[src/rtl/nibble_pkg.sv]
// Shared widths and state encoding for the nibble serializer.
package nibble_pkg;

  localparam int unsigned NIBBLE_W = 4;
  localparam int unsigned CNT_W    = 8;

  typedef enum logic {
    ST_IDLE  = 1'b0,
    ST_SHIFT = 1'b1
  } ser_state_e;

endpackage

[src/rtl/word_buf.sv]
// One-entry input buffer: takes a word on valid/ready, releases it on load.
module word_buf #(
  parameter int unsigned WIDTH = 16
) (
  input  logic             clk,
  input  logic             rst_n,
  input  logic [WIDTH-1:0] in_data,
  input  logic             in_valid,
  output logic             in_ready,
  input  logic             load,
  output logic [WIDTH-1:0] buf_data,
  output logic             buf_valid
);

  // Ready only when empty and out of reset; a load never coincides with a transfer.
  assign in_ready = rst_n && !buf_valid;

  // Buffer register: fill on transfer, drain on load.
  always_ff @(posedge clk) begin
    if (!rst_n) begin
      buf_data  <= '0;
      buf_valid <= 1'b0;
    end else if (in_valid && in_ready) begin
      buf_data  <= in_data;
      buf_valid <= 1'b1;
    end else if (load) begin
      buf_valid <= 1'b0;
    end
  end

endmodule

[src/rtl/nibble_serializer.sv]
// Serializes NIBBLES x 4-bit words into a nibble stream, LSB nibble first.
module nibble_serializer
  import nibble_pkg::*;
#(
  parameter int unsigned NIBBLES = 4
) (
  input  logic                        clk,
  input  logic                        rst_n,
  input  logic [NIBBLE_W*NIBBLES-1:0] in_data,
  input  logic                        in_valid,
  output logic                        in_ready,
  input  logic                        pause,
  output logic [NIBBLE_W-1:0]         out_nibble,
  output logic                        out_valid,
  output logic                        out_last,
  output logic [CNT_W-1:0]            word_count
);

  localparam int unsigned WORD_W = NIBBLE_W * NIBBLES;
  localparam int unsigned IDX_W  = (NIBBLES > 1) ? $clog2(NIBBLES) : 1;
  localparam logic [IDX_W-1:0] IDX_LAST = IDX_W'(NIBBLES - 1);

  ser_state_e          state_q, state_d;
  logic [WORD_W-1:0]   sr_q, sr_d;
  logic [IDX_W-1:0]    idx_q, idx_d;
  logic [CNT_W-1:0]    cnt_q, cnt_d;
  logic                load;
  logic [WORD_W-1:0]   buf_data;
  logic                buf_valid;
  logic                is_last;

  word_buf #(
    .WIDTH(WORD_W)
  ) u_word_buf (
    .clk      (clk),
    .rst_n    (rst_n),
    .in_data  (in_data),
    .in_valid (in_valid),
    .in_ready (in_ready),
    .load     (load),
    .buf_data (buf_data),
    .buf_valid(buf_valid)
  );

  // State, shift register, nibble index and word counter.
  always_ff @(posedge clk) begin
    if (!rst_n) begin
      state_q <= ST_IDLE;
      sr_q    <= '0;
      idx_q   <= '0;
      cnt_q   <= '0;
    end else begin
      state_q <= state_d;
      sr_q    <= sr_d;
      idx_q   <= idx_d;
      cnt_q   <= cnt_d;
    end
  end

  // Next-state: shift while unpaused, count on the last nibble, reload from the buffer.
  always_comb begin
    state_d = state_q;
    sr_d    = sr_q;
    idx_d   = idx_q;
    cnt_d   = cnt_q;
    load    = 1'b0;
    is_last = (idx_q == IDX_LAST);

    unique case (state_q)
      ST_IDLE: begin
        if (buf_valid) load = 1'b1;
      end
      ST_SHIFT: begin
        if (!pause) begin
          if (is_last) begin
            cnt_d = cnt_q + CNT_W'(1);
            if (buf_valid) load = 1'b1;
            else           state_d = ST_IDLE;
          end else begin
            sr_d  = sr_q >> NIBBLE_W;
            idx_d = idx_q + IDX_W'(1);
          end
        end
      end
      default: state_d = ST_IDLE;
    endcase

    // A load restarts the word regardless of where it came from.
    if (load) begin
      sr_d    = buf_data;
      idx_d   = '0;
      state_d = ST_SHIFT;
    end
  end

  // Output strobe follows pause combinationally; data and count come from registers.
  always_comb begin
    out_nibble = sr_q[NIBBLE_W-1:0];
    out_valid  = (state_q == ST_SHIFT) && !pause;
    out_last   = out_valid && (idx_q == IDX_LAST);
    word_count = cnt_q;
  end

endmodule

[config.mk]
export PLATFORM = sky130hd
export DESIGN_NAME = nibble_serializer
export DESIGN_NICKNAME = d
export VERILOG_FILES = /design/src/rtl/nibble_pkg.sv /design/src/rtl/word_buf.sv /design/src/rtl/nibble_serializer.sv
export SDC_FILE = /design/constraint.sdc
export NUM_CORES = 1
export LEC_CHECK = 0
export BUFFER_PORTS_ARGS = -buffer_cell sky130_fd_sc_hd__buf_2
export CORE_MARGIN = 5
export CORE_UTILIZATION = 55
export DETAILED_ROUTE_END_ITERATION = 8
export PLACE_DENSITY_LB_ADDON = 0.1
export SKIP_CTS_REPAIR_TIMING = 1
export SYNTH_ARGS = -nofsm -noshare
export SYNTH_HDL_FRONTEND = slang
export SYNTH_SLANG_ARGS = --single-unit
[constraint.sdc]
create_clock -name clk -period 3.2 [get_ports clk]
set_input_delay 0 -clock clk [delete_from_list [all_inputs] [get_ports clk]]
set_output_delay 0 -clock clk [all_outputs]
set_load 0.05 [all_outputs]
=== After elaboration in Yosys (flattened, before gate mapping) ===
Cells that the tools add are included.
W data, S select, Z words.

* Word-level logic and storage cells: 41
* Output and inout port bits: 15
* Register bits: 44

* Equality and inequality tests: 3
* $add $sub $neg: 2
* Reduce and logical (&&, ||, !) cells: 12
* Bitwise gates (word level): 4
* Muxes and demuxes: 14

{| class="wikitable"
|+ Operators by type and width
! cell !! count
|-
| $mux W16 || 4
|-
| $mux W1 || 9
|-
| $reduce_and A3 Y1 || 3
|-
| $add A8 B1 Y8 const B || 1
|-
| $logic_and A1 B1 Y1 || 4
|-
| $not A1 Y1 || 4
|-
| $reduce_bool A2 Y1 || 2
|-
| $add A2 B1 Y2 const B || 1
|-
| $eq A2 B2 Y1 const B || 1
|-
| $logic_not A1 Y1 || 2
|-
| $ne A2 B1 Y1 const B || 1
|-
| $ne A2 B2 Y1 const B || 1
|-
| $pmux W1 S2 || 1
|-
| $reduce_or A2 Y1 || 1
|}

=== Longest topological paths before layout ===
Gate-level depths: netlist of run 1.

* Depth after elaboration: 6
* Gate-level depth with buffers: 7

=== Modules after synthesis ===
A second synthesis of run 1 with hierarchy kept.

* Cells, all modules: 210
* Area total of the unflattened synthesis: 1914.3 um^2

{| class="wikitable"
|+ Modules (own cells, without submodules)
! module !! seq. area each (um^2) !! area each (um^2) !! instances !! cells each
|-
| nibble_serializer || 540.5 || 1216.2 || 1 || 135
|-
| word_buf || 340.3 || 698.2 || 1 || 75
|}

=== Worst setup path before layout of run 1 ===
Ideal clock, no wire load.

* Path type: flip-flop to flip-flop
* Start point: reg u_word_buf.buf_valid
* End point: reg u_word_buf.buf_data[10]
* Buffers on the path: 2
* Setup slack: 1458 ps
* Arrival time: 1619 ps
* Setup time: 123 ps
* Cell stages (with the launch flop): 6
* Required time: 3077 ps
* Path through: dfxtp_1 -> nor2b_1 -> and2_1 -> buf_2 -> clkbuf_2 -> o21ai_0

* Cells in the longest elaborated chain, start to end: 3

{| class="wikitable"
|+ Ends and longest elaborated chain
! item !! line !! source
|-
| from (decl) || word_buf.sv:12 || <nowiki>output logic buf_valid</nowiki>
|-
| from (signal assigned) || word_buf.sv:22 || <nowiki>buf_valid <= 1'b0;</nowiki>
|-
| from (signal assigned) || word_buf.sv:25 || <nowiki>buf_valid <= 1'b1;</nowiki>
|-
| from (signal assigned) || word_buf.sv:27 || <nowiki>buf_valid <= 1'b0;</nowiki>
|-
| $logic_not A1 Y1 || word_buf.sv:16 || <nowiki>assign in_ready = rst_n && !buf_valid;</nowiki>
|-
| $logic_and A1 B1 Y1 || word_buf.sv:16 ||
|-
| net in_ready || nibble_serializer.sv:11 || <nowiki>output logic in_ready,</nowiki>
|-
| $logic_and A1 B1 Y1 || word_buf.sv:23 || <nowiki>end else if (in_valid && in_ready) begin</nowiki>
|-
| to (signal assigned) || word_buf.sv:24 || <nowiki>buf_data <= in_data;</nowiki>
|-
| to (decl) || word_buf.sv:11 || <nowiki>output logic [WIDTH-1:0] buf_data,</nowiki>
|}

The timed path passes the listed nets, and every way through them passes these cells.
A chain may end at the register's enable or synchronous reset.

=== Worst setup path in the final report of run 1 ===
* Start point: reg idx_q[0]
* End point: reg sr_q[10]

* Cells in the longest elaborated chain, start to end: 6

{| class="wikitable"
|+ Ends and longest elaborated chain
! item !! line !! source
|-
| from (decl) || nibble_serializer.sv:25 || <nowiki>logic [IDX_W-1:0] idx_q, idx_d;</nowiki>
|-
| from (signal assigned) || nibble_serializer.sv:55 || <nowiki>idx_q <= idx_d;</nowiki>
|-
| $eq A2 B2 Y1 (*) || nibble_serializer.sv:67 || <nowiki>is_last = (idx_q == IDX_LAST);</nowiki>
|-
| $mux W1 || nibble_serializer.sv:75 || <nowiki>if (is_last) begin</nowiki>
|-
| $mux W1 || nibble_serializer.sv:74 || <nowiki>if (!pause) begin</nowiki>
|-
| $pmux W1 S2 || nibble_serializer.sv:69 || <nowiki>unique case (state_q)</nowiki>
|-
| $ne A2 B2 Y1 (no line) (tied with other cells) || n/a ||
|-
| $reduce_and A3 Y1 (no line) || n/a ||
|-
| to (signal assigned) || nibble_serializer.sv:54 || <nowiki>sr_q <= sr_d;</nowiki>
|-
| to (decl) || nibble_serializer.sv:24 || <nowiki>logic [WORD_W-1:0] sr_q, sr_d;</nowiki>
|}

Mark *: on every way between the ends. The rest lies on a longest branch, timed or not.

==> run summary, run 1 <==
Total gr overflow = 0
Placed cell count = 279
Fin cells = 304
Die height = 67.8 um
WP data required = 3.49 ns
Worst Path Max Fanout = 14
Most frequent cells in the layout = nand2_1, dfxtp_1, buf_2
Cell taking the most area after synthesis = dfxtp_1
Min Tclk post-route = 1.81 ns
Root buf cell = clkbuf_4
Drt total wl = 3620 um
Clock Path Buffers = 2
Run status = finished, final reports clean
Largest net degree at the start of global routing = 44
FF+latch count, synth = 44
Commonest non-fill, non-tap cell in the layout = nand2_1
Mapped cell area = 1840 um2
Final setup fails = 0
Lkg Pwr = 0.899 nW
First-pass GRT wire length = 5830 um
CTS tree = yes
Worst Path Arrival = 2.10 ns
Number of global-route vias before repair = 1380
Setup TNS = 0 ns
# rows = 21
Initial Utilization = 0.559
Layout cell share with drive strength beyond 1 = 0.186
Hold crit path type = in2reg
Gr usage total = 0.168
Synth Area per Inst = 8.50 um2
Via count = 1535
Sequential fraction of the synthesis area = 0.480
Initial antenna violation count = 0
Syn nets = 238
Worst VDD drop = 0.316 mV
Setup CP Type = reg2reg
Final GP Congestion = 0.736
Hpwl dp = 2320 um
Startpoint Class = flip-flop
Final Cycle Share = 0.566
Max Clock Skew = 0.0145 ns
Area grow syn2layout = 19.0%
Endpoints failing hold = 0
Setup crit end kind = flip-flop
Clk pin slew, worst setup/hold paths = 0.12 ns
Vias/cell = 5.05
Final-stage net count = 279
Post-DRT Antenna Nets = 0
Asr flop ratio synth = 0
CTS H-tree lvls = 2
Post-Syn Instances = 216
Slew Viols, Final = 0
Min Hold Slack = 0.0952 ns
IO buf count = 34
CTS Sinks = 44
Die area = 4590 um2
Max-cap violations = 0
Pre-CTS setup slack = 1.41 ns
Die width = 67.8 um
Initial DRC count = 124
Fmax = 553 MHz
Num CTS Buffers = 5
Slew @ Worst Pin = 0.887 ns
Synth Flop Type = dfxtp_1
Netlist cell types = 30
Share of the synthesized area in the top cell type = 0.480
EDFF count, synth = 0
Core ar. = 3280 um2
Top area cells in the synthesized netlist = dfxtp_1, nand2_1, o21ai_0
Antenna cells = 0
Io pins = 35
PnR worst setup slack = 1.39 ns
RSZ-0062 raised after global routing = false
Residual DRC = 0
Routed wire per std cell = 11.9 um
Clock Latency Late Sink = 0.36 ns
DRT Pass-1 Iters = 4
PwrDens = 488 nW/um2
YS warnings = 0
Slew HR = 0.407
-- cell type report --
class                      instances  area (um2)
multi-input combinational        152         813
sequential                        44         881
clock inverter                     2        35.0
tap                               46        57.6
timing repair buffer              52         348
clock buffer                       6        41.3
fill                             308        1100
inverter                           2        7.51
-- routing by layer --
layer  up-vias  track usage  routed length [um]
met3         6       0.0449                 172
li1        799            -                   -
met1       697        0.195                1740
met5         -            0                   0
met4         0       0.0943                  67
met2        33        0.279                1640
-- registers in the layout, indices dropped and copies added (netlist names) --
register              cells
sr_q                     16
state_q                   1
u_word_buf.buf_data      16
idx_q                     2
word_count                8
u_word_buf.buf_valid      1
-- synth_stat cells, types with 4 or more instances --
cell type,n
nand2_1,50
nor2_1,4
and2_1,7
clkbuf_1,4
dfxtp_1,44
xnor2_1,4
a22oi_1,4
o21ai_0,25
nand3_1,11
a21boi_0,7
buf_6,5
a21oi_1,18
buf_4,7
-- worst paths after layout --
kind	start	to	slack [ns]	cells after the start
setup / recovery	idx_q[0]	sr_q[10]	1.39	4
hold / removal	pause	state_q	0.1	4
setup reg to reg	idx_q[0]	sr_q[10]	1.39	4
hold reg to reg	sr_q[4]	sr_q[0]	0.46	2
-- per-stage QoR --
| stage | power, mW | util | area [um2] |
|---|---|---|---|
| 3_3_place_gp | 0.722 | 0.590 | 1940 |
| 4_1_cts | 1.06 | 0.613 | 2010 |
| 6_report | 1.07 | 0.665 | 2180 |
| 5_1_grt | 1.12 | 0.665 | 2180 |
| 2_1_floorplan | 0.709 | - | 1840 |
| 3_5_place_dp | 0.727 | 0.590 | 1940 |
-- kinds of logic (layout without fill, tap and decap cells) --
kind of cell             after synthesis  count (layout)  synth area share
flip-flops                            44              44             0.480
XOR/XNOR                               7               7            0.0334
AO/OA/AOI/OAI                         59              59             0.186
AND/OR/NAND/NOR                       84              84             0.210
buffers and inverters                 20              62            0.0770
adder cells (fa/ha/maj)                2               2            0.0136
-- where the power goes --
part,internal [mW],switching (mW)
clock network,0.164,0.172
registers,0.579,0.0176
logic,0.0524,0.0809
total,0.795,0.271
-- critical path, cell delays in order (launching register included) --
cell      delay [ns]
dfxtp_1         0.35
ha_1            0.27
nor2_1          0.71
a22oi_1         0.20
a21boi_0        0.20
No activity file was read; power rests on OpenSTA's default activity.
==> inputs of run 2 (changes only) <==
- CORE_UTILIZATION: 55 -> 54
- clock period: 3.2 -> 1.8 ns (I/O delays scaled with it)
==> run 2 against run 1 <==
Combinational power up 83%. Clock-buffer cell count unchanged. Final area is 2.0% higher. Register-to-register slack lost 1.1 ns. Power up 83%. Cell count increased by 1.3%. Via count fell by 0.20%. First-iteration DRC count down 0.81%. Sequential share of layout area is 0.79 points lower. Setup slack got worse by 1.1 ns. Worst hold slack got worse by 0.014 ns. Non-clock buffer count grew 4. Critical path type unchanged. Highest routed layer unchanged.
==> run summary, run 2 (synthesis gave the netlist of run 1 again) <==
Min Tclk post-route = 1.51 ns
Worst Path Arrival = 1.80 ns
# rows = 21
CTS Sinks = 44
Io pins = 35
Clock group share of total power = 0.331
Layout cell share with drive strength beyond 1 = 0.202
Run status = finished, final reports clean
Total gr overflow = 0
Routed wire per std cell = 11.3 um
Slew HR = 0.692
Part of the power in registers = 0.544
Num CTS Buffers = 5
Hold crit path type = in2reg
Min Hold Slack = 0.0815 ns
Final Cycle Share = 0.841
Drt total wl = 3480 um
Antenna cells = 0
Via count = 1532
Number of global-route vias before repair = 1280
Max Clock Skew = 0.0130 ns
Most frequent cells in the layout = nand2_1, dfxtp_1, buf_2
Post-DRT Antenna Nets = 0
Initial DRC count = 123
Slew Viols, Final = 0
Switching pwr = 0.489 mW
Lkg Pwr = 0.925 nW
Setup crit end kind = flip-flop
Initial Utilization = 0.554
Root buf cell = clkbuf_4
Int Pwr = 1.46 mW
Vias/cell = 4.97
Core ar. = 3310 um2
RSZ-0062 raised after global routing = false
First-pass GRT wire length = 5510 um
Commonest non-fill, non-tap cell in the layout = nand2_1
Layout fillers = 304
Switching Share = 0.251
Max-cap violations = 0
Endpoints failing hold = 0
Worst VDD drop = 0.546 mV
Initial antenna violation count = 0
Setup CP Type = reg2reg
Hpwl dp = 2250 um
CTS H-tree lvls = 2
Final-stage net count = 283
Residual DRC = 0
Setup TNS = 0 ns
Die height = 68.3 um
PwrDens = 876 nW/um2
IO buf count = 34
Largest net degree at the start of global routing = 43
Clock Latency Late Sink = 0.36 ns
Startpoint Class = flip-flop
Fmax = 660 MHz
Worst Path Max Fanout = 17
Final setup fails = 0
Comb pwr share = 0.125
WP data required = 2.08 ns
Die area = 4660 um2
Final GP Congestion = 0.703
Slew @ Worst Pin = 0.462 ns
Clk pin slew, worst setup/hold paths = 0.12 ns
Gr usage total = 0.155
Area grow syn2layout = 21.3%
DRT Pass-1 Iters = 4
Clock Path Buffers = 2
CTS tree = yes
Die width = 68.3 um
[run 2: cell types whose count changed in the layout (fill, tap and decap cells not counted), sizes merged]
cell / before / now
buf: 35 / 39
[run 2: final timing paths]
path / endpoint / startpoint / slack [ns] / cells after the start
worst min register to register: sr_q[7] / sr_q[11] / 0.46 / 2
worst max-delay path: sr_q[15] / idx_q[0] / 0.29 / 5
worst max register to register: sr_q[15] / idx_q[0] / 0.29 / 5
worst min-delay path: state_q / pause / 0.08 / 4
[run 2: area by class of cell]
type / instances / area, um2 / share of cell area
repair buffers: 56 / 378 / 0.170
clock buffers: 6 / 51.3 / 0.0230
multi-input cells: 152 / 813 / 0.365
flip-flops and latches: 44 / 881 / 0.396
well taps: 46 / 57.6 / 0.0258
clock inverters: 2 / 38.8 / 0.0174
inverters: 2 / 7.51 / 0.00337
[run 2: through the flow]
| step | instance area (um2) | setup WS (ns) | power (mW) | utilization | cells |
|---|---|---|---|---|---|
| 2_1_floorplan | 1840 | 0.0580 | 1.26 | - | 216 |
| 3_3_place_gp | 1970 | 0.321 | 1.30 | 0.594 | 283 |
| 3_5_place_dp | 1970 | 0.291 | 1.30 | 0.594 | 283 |
| 4_1_cts | 2060 | 0.274 | 1.95 | 0.621 | 291 |
| 5_1_grt | 2230 | 0.140 | 2.06 | 0.673 | 308 |
| 6_report | 2230 | 0.285 | 1.95 | 0.673 | 308 |
[run 2: power groups by stage]
stage / clock network (mW) / logic, mW / registers [mW]
6_report: 0.647 / 0.244 / 1.06
5_1_grt: 0.719 / 0.271 / 1.07
4_1_cts: 0.670 / 0.218 / 1.06
3_5_place_dp: 0 / 0.217 / 1.08
3_3_place_gp: 0 / 0.215 / 1.08
2_1_floorplan: 0 / 0.188 / 1.07
[run 2: routing by layer]
| layer | part of all wire | track usage | vias to the layer above |
|---|---|---|---|
| met2 | 0.44 | 0.260 | 33 |
| li1 | - | - | 811 |
| met4 | 0.011 | 0.0447 | 0 |
| met3 | 0.061 | 0.0558 | 5 |
| met5 | 0 | 0 | - |
| met1 | 0.49 | 0.186 | 683 |
[run 2: worst max-delay path, cell delays in order, from the launching register on]
cell and delay, ns:
dfxtp_1 0.34, ha_1 0.27, nand2b_2 0.13, a21bo_1 0.41
nand3_1 0.13, a21boi_0 0.17
